<file path="src/rtl/axilite_gen_pkg.sv">
// axilite_gen_pkg: shared types for the AXI-Lite traffic generator.
// Holds the sequencer state enum, the OKAY response code and the error-count width.
package axilite_gen_pkg;

  typedef enum logic [2:0] {
    ST_IDLE,
    ST_WR_REQ,
    ST_WR_RESP,
    ST_RD_REQ,
    ST_RD_RESP,
    ST_DONE
  } gen_state_e;

  localparam logic [1:0] RESP_OKAY = 2'b00;

  localparam int ERR_W = 16;

  // Error counter sticks at all-ones instead of wrapping.
  function automatic logic [ERR_W-1:0] sat_inc(
    input logic [ERR_W-1:0] v
  );
    return (v == '1) ? v : v + 1'b1;
  endfunction

endpackage

</file>
<file path="src/rtl/axilite_gen_pattern.sv">
// axilite_gen_pattern: per-beat address and data pattern.
// Ports: base_i/seed_i/beat_i in; addr_o = base + beat*stride, data_o = seed + beat.
module axilite_gen_pattern
  import axilite_gen_pkg::*;
#(
  parameter int ADDR_WIDTH  = 64,
  parameter int DATA_WIDTH  = 64,
  parameter int CNT_WIDTH   = 12,
  parameter int ADDR_STRIDE = 8
) (
  input  logic [ADDR_WIDTH-1:0] base_i,
  input  logic [DATA_WIDTH-1:0] seed_i,
  input  logic [CNT_WIDTH-1:0]  beat_i,
  output logic [ADDR_WIDTH-1:0] addr_o,
  output logic [DATA_WIDTH-1:0] data_o
);

  localparam logic [ADDR_WIDTH-1:0] STRIDE =
    ADDR_WIDTH'(ADDR_STRIDE);

  // Both sums wrap naturally at the port width.
  assign addr_o = base_i
                + ADDR_WIDTH'(beat_i) * STRIDE;

  assign data_o = seed_i
                + DATA_WIDTH'(beat_i);

endmodule

</file>
<file path="src/rtl/axilite_traffic_gen.sv">
// axilite_traffic_gen: AXI-Lite master that writes num_beats words, then
// optionally reads them back and counts response/data errors.
// Ports: clk, rst (sync, active-high); start/num_beats/base_addr/seed run
// control; busy/done/err_count/beat_idx status; m_axi_* AW/W/B/AR/R master.
// Macro AXILITE_TRAFFIC_GEN_READBACK_EN enables the read-back phase;
// without it the run ends after the last B and the AR/R side is tied off.
module axilite_traffic_gen
  import axilite_gen_pkg::*;
#(
  parameter int ADDR_WIDTH  = 64,
  parameter int DATA_WIDTH  = 64,
  parameter int CNT_WIDTH   = 12,
  parameter int ADDR_STRIDE = 8
) (
  input  logic                    clk,
  input  logic                    rst,

  input  logic                    start,
  input  logic [CNT_WIDTH-1:0]    num_beats,
  input  logic [ADDR_WIDTH-1:0]   base_addr,
  input  logic [DATA_WIDTH-1:0]   seed,

  output logic                    busy,
  output logic                    done,
  output logic [ERR_W-1:0]        err_count,
  output logic [CNT_WIDTH-1:0]    beat_idx,

  output logic [ADDR_WIDTH-1:0]   m_axi_awaddr,
  output logic                    m_axi_awvalid,
  input  logic                    m_axi_awready,
  output logic [DATA_WIDTH-1:0]   m_axi_wdata,
  output logic [DATA_WIDTH/8-1:0] m_axi_wstrb,
  output logic                    m_axi_wvalid,
  input  logic                    m_axi_wready,

  input  logic [1:0]              m_axi_bresp,
  input  logic                    m_axi_bvalid,
  output logic                    m_axi_bready,

  output logic [ADDR_WIDTH-1:0]   m_axi_araddr,
  output logic                    m_axi_arvalid,
  input  logic                    m_axi_arready,
  input  logic [DATA_WIDTH-1:0]   m_axi_rdata,
  input  logic [1:0]              m_axi_rresp,
  input  logic                    m_axi_rvalid,
  output logic                    m_axi_rready
);

  gen_state_e state_q, state_d;

  logic [CNT_WIDTH-1:0]  beat_q, beat_d;
  logic [CNT_WIDTH-1:0]  nb_q, nb_d;
  logic [ADDR_WIDTH-1:0] base_q, base_d;
  logic [DATA_WIDTH-1:0] seed_q, seed_d;
  logic [ERR_W-1:0]      err_q, err_d;

  // AW and W pending flags; each clears on its own handshake.
  logic awp_q, awp_d;
  logic wp_q, wp_d;

  logic [ADDR_WIDTH-1:0] pat_addr;
  logic [DATA_WIDTH-1:0] pat_data;
  logic                  last;

  // One pattern instance serves the write payload and the read check.
  axilite_gen_pattern #(
    .ADDR_WIDTH  (ADDR_WIDTH),
    .DATA_WIDTH  (DATA_WIDTH),
    .CNT_WIDTH   (CNT_WIDTH),
    .ADDR_STRIDE (ADDR_STRIDE)
  ) u_pattern (
    .base_i (base_q),
    .seed_i (seed_q),
    .beat_i (beat_q),
    .addr_o (pat_addr),
    .data_o (pat_data)
  );

  assign last = (beat_q == nb_q - CNT_WIDTH'(1));

  always_ff @(posedge clk) begin
    if (rst) begin
      state_q <= ST_IDLE;
      beat_q  <= '0;
      nb_q    <= '0;
      base_q  <= '0;
      seed_q  <= '0;
      err_q   <= '0;
      awp_q   <= 1'b0;
      wp_q    <= 1'b0;
    end else begin
      state_q <= state_d;
      beat_q  <= beat_d;
      nb_q    <= nb_d;
      base_q  <= base_d;
      seed_q  <= seed_d;
      err_q   <= err_d;
      awp_q   <= awp_d;
      wp_q    <= wp_d;
    end
  end

  always_comb begin
    state_d = state_q;
    beat_d  = beat_q;
    nb_d    = nb_q;
    base_d  = base_q;
    seed_d  = seed_q;
    err_d   = err_q;
    awp_d   = awp_q;
    wp_d    = wp_q;

    unique case (state_q)
      ST_IDLE,
      ST_DONE: begin
        if (start) begin
          nb_d   = num_beats;
          base_d = base_addr;
          seed_d = seed;
          beat_d = '0;
          err_d  = '0;
          if (num_beats == '0) begin
            state_d = ST_DONE;
          end else begin
            state_d = ST_WR_REQ;
            awp_d   = 1'b1;
            wp_d    = 1'b1;
          end
        end
      end

      ST_WR_REQ: begin
        awp_d = awp_q & ~m_axi_awready;
        wp_d  = wp_q & ~m_axi_wready;
        if (!awp_d && !wp_d) begin
          state_d = ST_WR_RESP;
        end
      end

      ST_WR_RESP: begin
        if (m_axi_bvalid) begin
          if (m_axi_bresp != RESP_OKAY) begin
            err_d = sat_inc(err_q);
          end
          if (last) begin
            beat_d = '0;
`ifdef AXILITE_TRAFFIC_GEN_READBACK_EN
            state_d = ST_RD_REQ;
`else
            state_d = ST_DONE;
`endif
          end else begin
            beat_d  = beat_q + CNT_WIDTH'(1);
            state_d = ST_WR_REQ;
            awp_d   = 1'b1;
            wp_d    = 1'b1;
          end
        end
      end

`ifdef AXILITE_TRAFFIC_GEN_READBACK_EN
      ST_RD_REQ: begin
        if (m_axi_arready) begin
          state_d = ST_RD_RESP;
        end
      end

      ST_RD_RESP: begin
        if (m_axi_rvalid) begin
          // A bad response and bad data on one beat count once.
          if (m_axi_rresp != RESP_OKAY ||
              m_axi_rdata != pat_data) begin
            err_d = sat_inc(err_q);
          end
          if (last) begin
            beat_d  = '0;
            state_d = ST_DONE;
          end else begin
            beat_d  = beat_q + CNT_WIDTH'(1);
            state_d = ST_RD_REQ;
          end
        end
      end
`endif

      default: begin
        state_d = ST_IDLE;
        awp_d   = 1'b0;
        wp_d    = 1'b0;
      end
    endcase
  end

  assign busy = (state_q != ST_IDLE) &&
                (state_q != ST_DONE);
  assign done = (state_q == ST_DONE);

  assign err_count = err_q;
  assign beat_idx  = beat_q;

  assign m_axi_awaddr  = pat_addr;
  assign m_axi_awvalid = awp_q;
  assign m_axi_wdata   = pat_data;
  assign m_axi_wstrb   = '1;
  assign m_axi_wvalid  = wp_q;
  assign m_axi_bready  = (state_q == ST_WR_RESP);

`ifdef AXILITE_TRAFFIC_GEN_READBACK_EN
  assign m_axi_araddr  = pat_addr;
  assign m_axi_arvalid = (state_q == ST_RD_REQ);
  assign m_axi_rready  = (state_q == ST_RD_RESP);
`else
  assign m_axi_araddr  = '0;
  assign m_axi_arvalid = 1'b0;
  assign m_axi_rready  = 1'b0;

  logic unused_rd;
  assign unused_rd = ^{m_axi_arready,
                       m_axi_rvalid,
                       m_axi_rresp,
                       m_axi_rdata};
`endif

endmodule

</file>
<file path="config.mk">
export PLATFORM = sky130hd
export DESIGN_NAME = axilite_traffic_gen
export DESIGN_NICKNAME = d
export VERILOG_FILES = /design/src/rtl/axilite_gen_pkg.sv /design/src/rtl/axilite_gen_pattern.sv /design/src/rtl/axilite_traffic_gen.sv
export SDC_FILE = /design/constraint.sdc
export NUM_CORES = 1
export LEC_CHECK = 0
export ABC_CLOCK_PERIOD_IN_PS = 6710
export BUFFER_PORTS_ARGS = -buffer_cell sky130_fd_sc_hd__buf_2
export CORE_AREA = 2 2 178 180
export CTS_BUF_LIST = sky130_fd_sc_hd__clkbuf_2 sky130_fd_sc_hd__clkbuf_4 sky130_fd_sc_hd__clkbuf_8
export DETAILED_ROUTE_END_ITERATION = 10
export DIE_AREA = 0 0 180 182
export GPL_TIMING_DRIVEN = 0
export PLACE_DENSITY = 0.6
export SLEW_MARGIN = 10
export SYNTH_ARGS = -nofsm -noshare
export SYNTH_HDL_FRONTEND = slang
export SYNTH_SLANG_ARGS = --single-unit
</file>
<file path="constraint.sdc">
create_clock -name clk -period 6.71 [get_ports clk]
set_clock_uncertainty 0.15 [all_clocks]
set_input_delay 0 -clock clk [delete_from_list [all_inputs] [get_ports clk]]
set_output_delay 0 -clock clk [all_outputs]
set_load 0.01 [all_outputs]
</file>
# After elaboration in Yosys (flattened, before gate mapping)
# Index checks and enable logic that the tools add are counted.
[op_classes]
add_sub_neg = 5
multipliers = 0
n_div = 0
n_lt_le_gt_ge = 0
eq_ne = 13
shifts = 0
n_mux = 21
n_bitwise = 4
reduce_logical = 15
[op_table]
columns = ["cell", "n"]
rows = [
  ["$add A64 B12 Y64", 1],
  ["$add A64 B15 Y64", 1],
  ["$mux W16", 4],
  ["$mux W12", 3],
  ["$pmux W16 S2", 1],
  ["$pmux W12 S2", 1],
  ["$add A16 B1 Y16 const B", 1],
  ["$eq A16 B16 Y1 const B", 1],
  ["$mux W3", 5],
  ["$add A12 B1 Y12 const B", 1],
  ["$eq A12 B12 Y1", 1],
  ["$logic_not A12 Y1", 1],
  ["$ne A2 B2 Y1 const B", 6],
  ["$sub A12 B1 Y12 const B", 1],
  ["$pmux W3 S3", 1],
  ["$pmux W1 S3", 2],
  ["$reduce_and A3 Y1", 2],
  ["$reduce_and A5 Y1", 1],
  ["$mux W1", 4],
  ["$reduce_and A4 Y1", 1],
  ["$reduce_bool A2 Y1", 2],
  ["$eq A3 B1 Y1 const B", 1],
  ["$eq A3 B2 Y1 const B", 1],
  ["$eq A3 B3 Y1 const B", 1],
  ["other kinds (10)", 14],
]
[totals]
reg_bits = 173
latchBits = 0
ramBits = 0
rom_bits = 0
input_bits = 216
output_inout_bits = 235
wordCells = 66
memories = 0

# Depth between registers and ports, before layout
[logic_depth]
depth_word = 6
mapped_depth = 10
depth_no_buf = 9

# Modules after synthesis
# A second synthesis with hierarchy kept.
[hier_totals]
cells_unflattened = 1462
hier_area_um2 = 10906.7
[modules_own_cells]
columns = ["module", "n_inst", "cells_per_inst", "area_each_um2", "seq_area_each_um2"]
rows = [
  ["axilite_traffic_gen", 1, 956, 7444.6, 3463.3],
  ["axilite_gen_pattern", 1, 506, 3462.1, 0.0],
]

# Least setup slack after synthesis
# Ideal clock, no wire load.
[synth_path]
path_type = "reg2out"
from = "register beat_q[0] (netlist: beat_idx[0])"
to = "output m_axi_wdata[36]"
arrival_time_ps = 2624
required_ps = 6560
setup_slack_ps = 3936
path_stages_with_launch = 11
n_path_buf = 1
path_cell_list = "dfxtp_1 -> ha_1 -> fa_1 -> a21oi_1 -> o221ai_1 -> a41o_1 -> a21oi_1 -> nand2b_1 -> buf_2 -> nor2_1 -> xnor2_1"
[synth_between]
elab_chain_len = 1
[synth_rtl]
columns = ["item", "line", "text"]
rows = [
  ["start: declaration", "axilite_traffic_gen.sv:51", "logic [CNT_WIDTH-1:0] beat_q, beat_d;"],
  ["start signal: assignment", "axilite_traffic_gen.sv:93", "beat_q <= beat_d;"],
  ["$add A64 B12 Y64", "axilite_gen_pattern.sv:26", "+ DATA_WIDTH'(beat_i);"],
  ["end: declaration", "axilite_traffic_gen.sv:31", "output logic [DATA_WIDTH-1:0] m_axi_wdata,"],
]
# No other way between the ends.

# Worst setup path after layout
[layout_path]
from = "register beat_q[0] (netlist: beat_idx[0])"
to = "output m_axi_wdata[54]"
# The elaborated chain is that of the path after synthesis.

==> results.json <==
{
  "ys_ff_latch": 173,
  "routed_via_density": 4.74,
  "core_area_um2": 31000,
  "status": "complete, no violations",
  "cts_sinks": 173,
  "clk_pin_slew_ns": 0.10,
  "drc_errors": 0,
  "syn_area_um2": 10600,
  "postRouteAntennaNets": 0,
  "htreeDepth": 4,
  "slowest_stage": "a21oi_1",
  "grt_max_degree": 17,
  "fin_tns_setup_ns": 0,
  "die_area_um2": 32800,
  "io_pins": 451,
  "crit_family": "compound AO/OA/AOI/OAI gates",
  "dp.cells": 2195,
  "setup_violations": 0,
  "wl_um": 36100,
  "io_buffers": 308,
  "wl_per_cell_um": 15.2,
  "worst_pin_slew_ns": 1.02,
  "timing.hold.worst.class": "in -> reg",
  "path_buf_inv": 2,
  "dieHeight_um": 182,
  "vias": 11263,
  "layout.cells.non_filler": 2376,
  "fin_util_pct": 47.9,
  "post-route-min-period_ns": 4.05,
  "ys_seq_area_share_pct": 32.6,
  "path_max_fanout": 10,
  "stdcell_area_um2": 14800,
  "placementRows": 65,
  "synth-main-ff-cell": "dfxtp_1",
  "drv_slew": 0,
  "clk_path_buf_depth": 2,
  "placedInstanceArea_um2": 12900,
  "worst_setup_path_end_kind": "output port",
  "drv_cap": 0,
  "hold_viol_final": 0,
  "place_congestion": 0.877,
  "clkLatencyLatePin_ns": 0.48,
  "synth-edff-count": 0,
  "worstPathRequired_ns": 6.56,
  "num_antenna_cells": 0,
  "grt_pass1_vias": 10606,
  "seqCellArea_um2": 3460,
  "antenna_found_initial": 0,
  "multi_input_area_um2": 6490,
  "drt_iter0_markers": 468,
  "rsz0062_at_grt": "no",
  "synth.distinct_cells": 73,
  "nNetsFinal": 2206,
  "cp.arrival_ns": 3.90,
  "num-fill-cells": 3103,
  "syn_to_final_growth_pct": 39.6,
  "grt_pass1_wl_um": 56000,
  "leakage_nw": 6.84,
  "cp_slowest_stage_delay_ns": 0.55,
  "cp_cell_sequence": "ha_1, fa_1, a21oi_1, o221ai_1, a41o_1, a21oi_1, nand2b_1, buf_2, nor3_1, xor2_1, buf_2",
  "die_width_um": 180,
  "grt_overflow_total": 0,
  "cts_tree": "done",
  "ir_drop_uv": 105,
  "ys_warn_count": 0,
  "clockRootBuffer": "clkbuf_8",
  "start_util_pct": 34.3,
  "synthCells": 1413,
  "dpl.hpwl_um": 27800,
  "ys_async_sr_fraction_pct": 0,
  "relSlewSlack_pct": 32.3,
  "cts_resized": 0,
  "drt_first_pass_iters": 6,
  "holdWs_ns": 0.0396,
  "drive_gt1_share_pct": 23.3,
  "period_share_pct": 60.3,
  "startpoint_type": "register",
  "critical_path_class": "reg -> out",
  "syn_area_per_cell_um2": 7.52,
  "fmax_mhz": 247,
  "grtUsageTotal_pct": 21.4,
  "cts_buffers": 17,
  "power_density_nw_per_um2": 172
}
power by group:
group          leakage [nW]  total [mW]  internal [mW]  switching [mW]
Combinational          5.23       0.614          0.276           0.337
Sequential             1.42        1.16           1.09          0.0655
Clock                 0.197       0.774          0.352           0.421
area by class of cell:
cell class	count	area share, %
timing repair buffer	457	20.4
sequential	173	23.3
clock buffer	20	1.77
clock inverter	12	0.919
tap	402	3.39
multi-input combinational	1140	43.8
buffer	138	5.51
inverter	34	0.860
cells by family (layout without fill, tap and decap cells):
logic type / after synthesis / count (layout) / share of synthesized area, %
simple gates: 646 / 646 / 28.7
buf+inv: 172 / 661 / 8.89
mux: 2 / 2 / 0.188
compound gates: 237 / 237 / 13.5
fa+ha+maj: 29 / 29 / 3.56
flops: 173 / 173 / 32.6
xor+xnor: 152 / 152 / 12.5
other cells: 2 / 74 / 0.0707
synthesized netlist by cell type, types with 6 or more instances:
cell / number / area [µm²]
nand2_1: 349 / 1310
dfxtp_1: 173 / 3460
a21oi_1: 167 / 836
nor2_1: 80 / 300
buf_4: 77 / 578
xor2_1: 77 / 674
xnor2_1: 75 / 657
clkbuf_1: 53 / 199
nand3_1: 49 / 245
inv_1: 33 / 124
nor3_1: 31 / 155
ha_1: 27 / 338
and3_1: 24 / 150
nand4_1: 21 / 131
o21ai_0: 16 / 80.1
a21o_1: 13 / 97.6
nor4_1: 13 / 81.3
and2_1: 9 / 56.3
nand2b_1: 8 / 50.1
or3_1: 8 / 50.1
and4_1: 7 / 61.3
or2_2: 7 / 43.8
nor4_2: 6 / 75.1
routing by layer:
metal	GRT usage, %	vias up	routed length (µm)
met5	0	-	0
met4	6.99	0	851
met3	4.59	49	2330
met2	36.8	368	17000
met1	26.6	5131	16000
li1	-	5715	-
layout by cell type (no fill, tap or decap), drive strengths merged, types with 3 or more instances in the layout:
| cell type | Yosys | layout |
|---|---|---|
| o21ai | 20 | 20 |
| dfxtp | 173 | 173 |
| and4 | 7 | 7 |
| clkbuf | 53 | 73 |
| nor2b | 4 | 4 |
| clkinvlp | 0 | 3 |
| and2 | 9 | 9 |
| ha | 27 | 27 |
| and3 | 24 | 24 |
| clkinv | 0 | 4 |
| a21oi | 167 | 167 |
| nor4b | 4 | 4 |
| xnor2 | 75 | 75 |
| a32oi | 3 | 3 |
| nor3b | 5 | 5 |
| a211oi | 3 | 3 |
| xor2 | 77 | 77 |
| nand4 | 22 | 22 |
| a21o | 13 | 13 |
| inv | 34 | 37 |
| conb | 2 | 74 |
| nor3 | 35 | 35 |
| or3 | 10 | 10 |
| nand3 | 50 | 50 |
| nand2b | 8 | 8 |
| or2 | 9 | 9 |
| nor4 | 22 | 22 |
| a31oi | 4 | 4 |
| dlygate4sd3 | 0 | 149 |
| buf | 85 | 393 |
| nand2 | 349 | 349 |
| o211ai | 6 | 6 |
| nor2 | 80 | 80 |
| a2111oi | 3 | 3 |
repair_timing:
| action | CTS | global route |
|---|---|---|
| buffers inserted | 0 | 0 |
| hold endpoints to repair | 160 | 0 |
| hold buffers | 149 | 0 |
through the flow:
stage | power (mW) | worst slack, ns
2_1_floorplan | 1.51 | 3.94
3_3_place_gp | 1.71 | 3.14
3_5_place_dp | 1.72 | 3.13
4_1_cts | 2.56 | 2.58
5_1_grt | 2.68 | 2.39
6_report | 2.55 | 2.66
final timing paths:
| check | start | to | cells past startpoint | slack, ns |
|---|---|---|---|---|
| setup / recovery | beat_idx[0] | m_axi_wdata[54] | 11 | 2.66 |
| hold / removal | m_axi_bresp[1] | err_count[4] | 5 | 0.04 |
| setup reg to reg | state_q[0] | seed_q[1] | 8 | 3.47 |
| hold reg to reg | base_q[27] | base_q[27] | 2 | 0.31 |
worst reg2reg max path: stages, from the launching register on:
cell and delay [ns]:
dfxtp_1 0.32, clkbuf_1 0.29, xnor2_1 0.21, and3b_1 0.19
clkbuf_1 0.42, clkbuf_1 0.82, clkbuf_1 0.50, nand2_1 0.14
a21oi_1 0.13
state kept, by name, indices dropped and copies added, names as in the netlist:
| signal | count |
|---|---|
| nb_q | 12 |
| err_count | 16 |
| m_axi_awvalid | 1 |
| beat_idx | 12 |
| base_q | 64 |
| state_q | 3 |
| m_axi_wvalid | 1 |
| seed_q | 64 |
No activity file was read; power rests on OpenSTA's default activity.
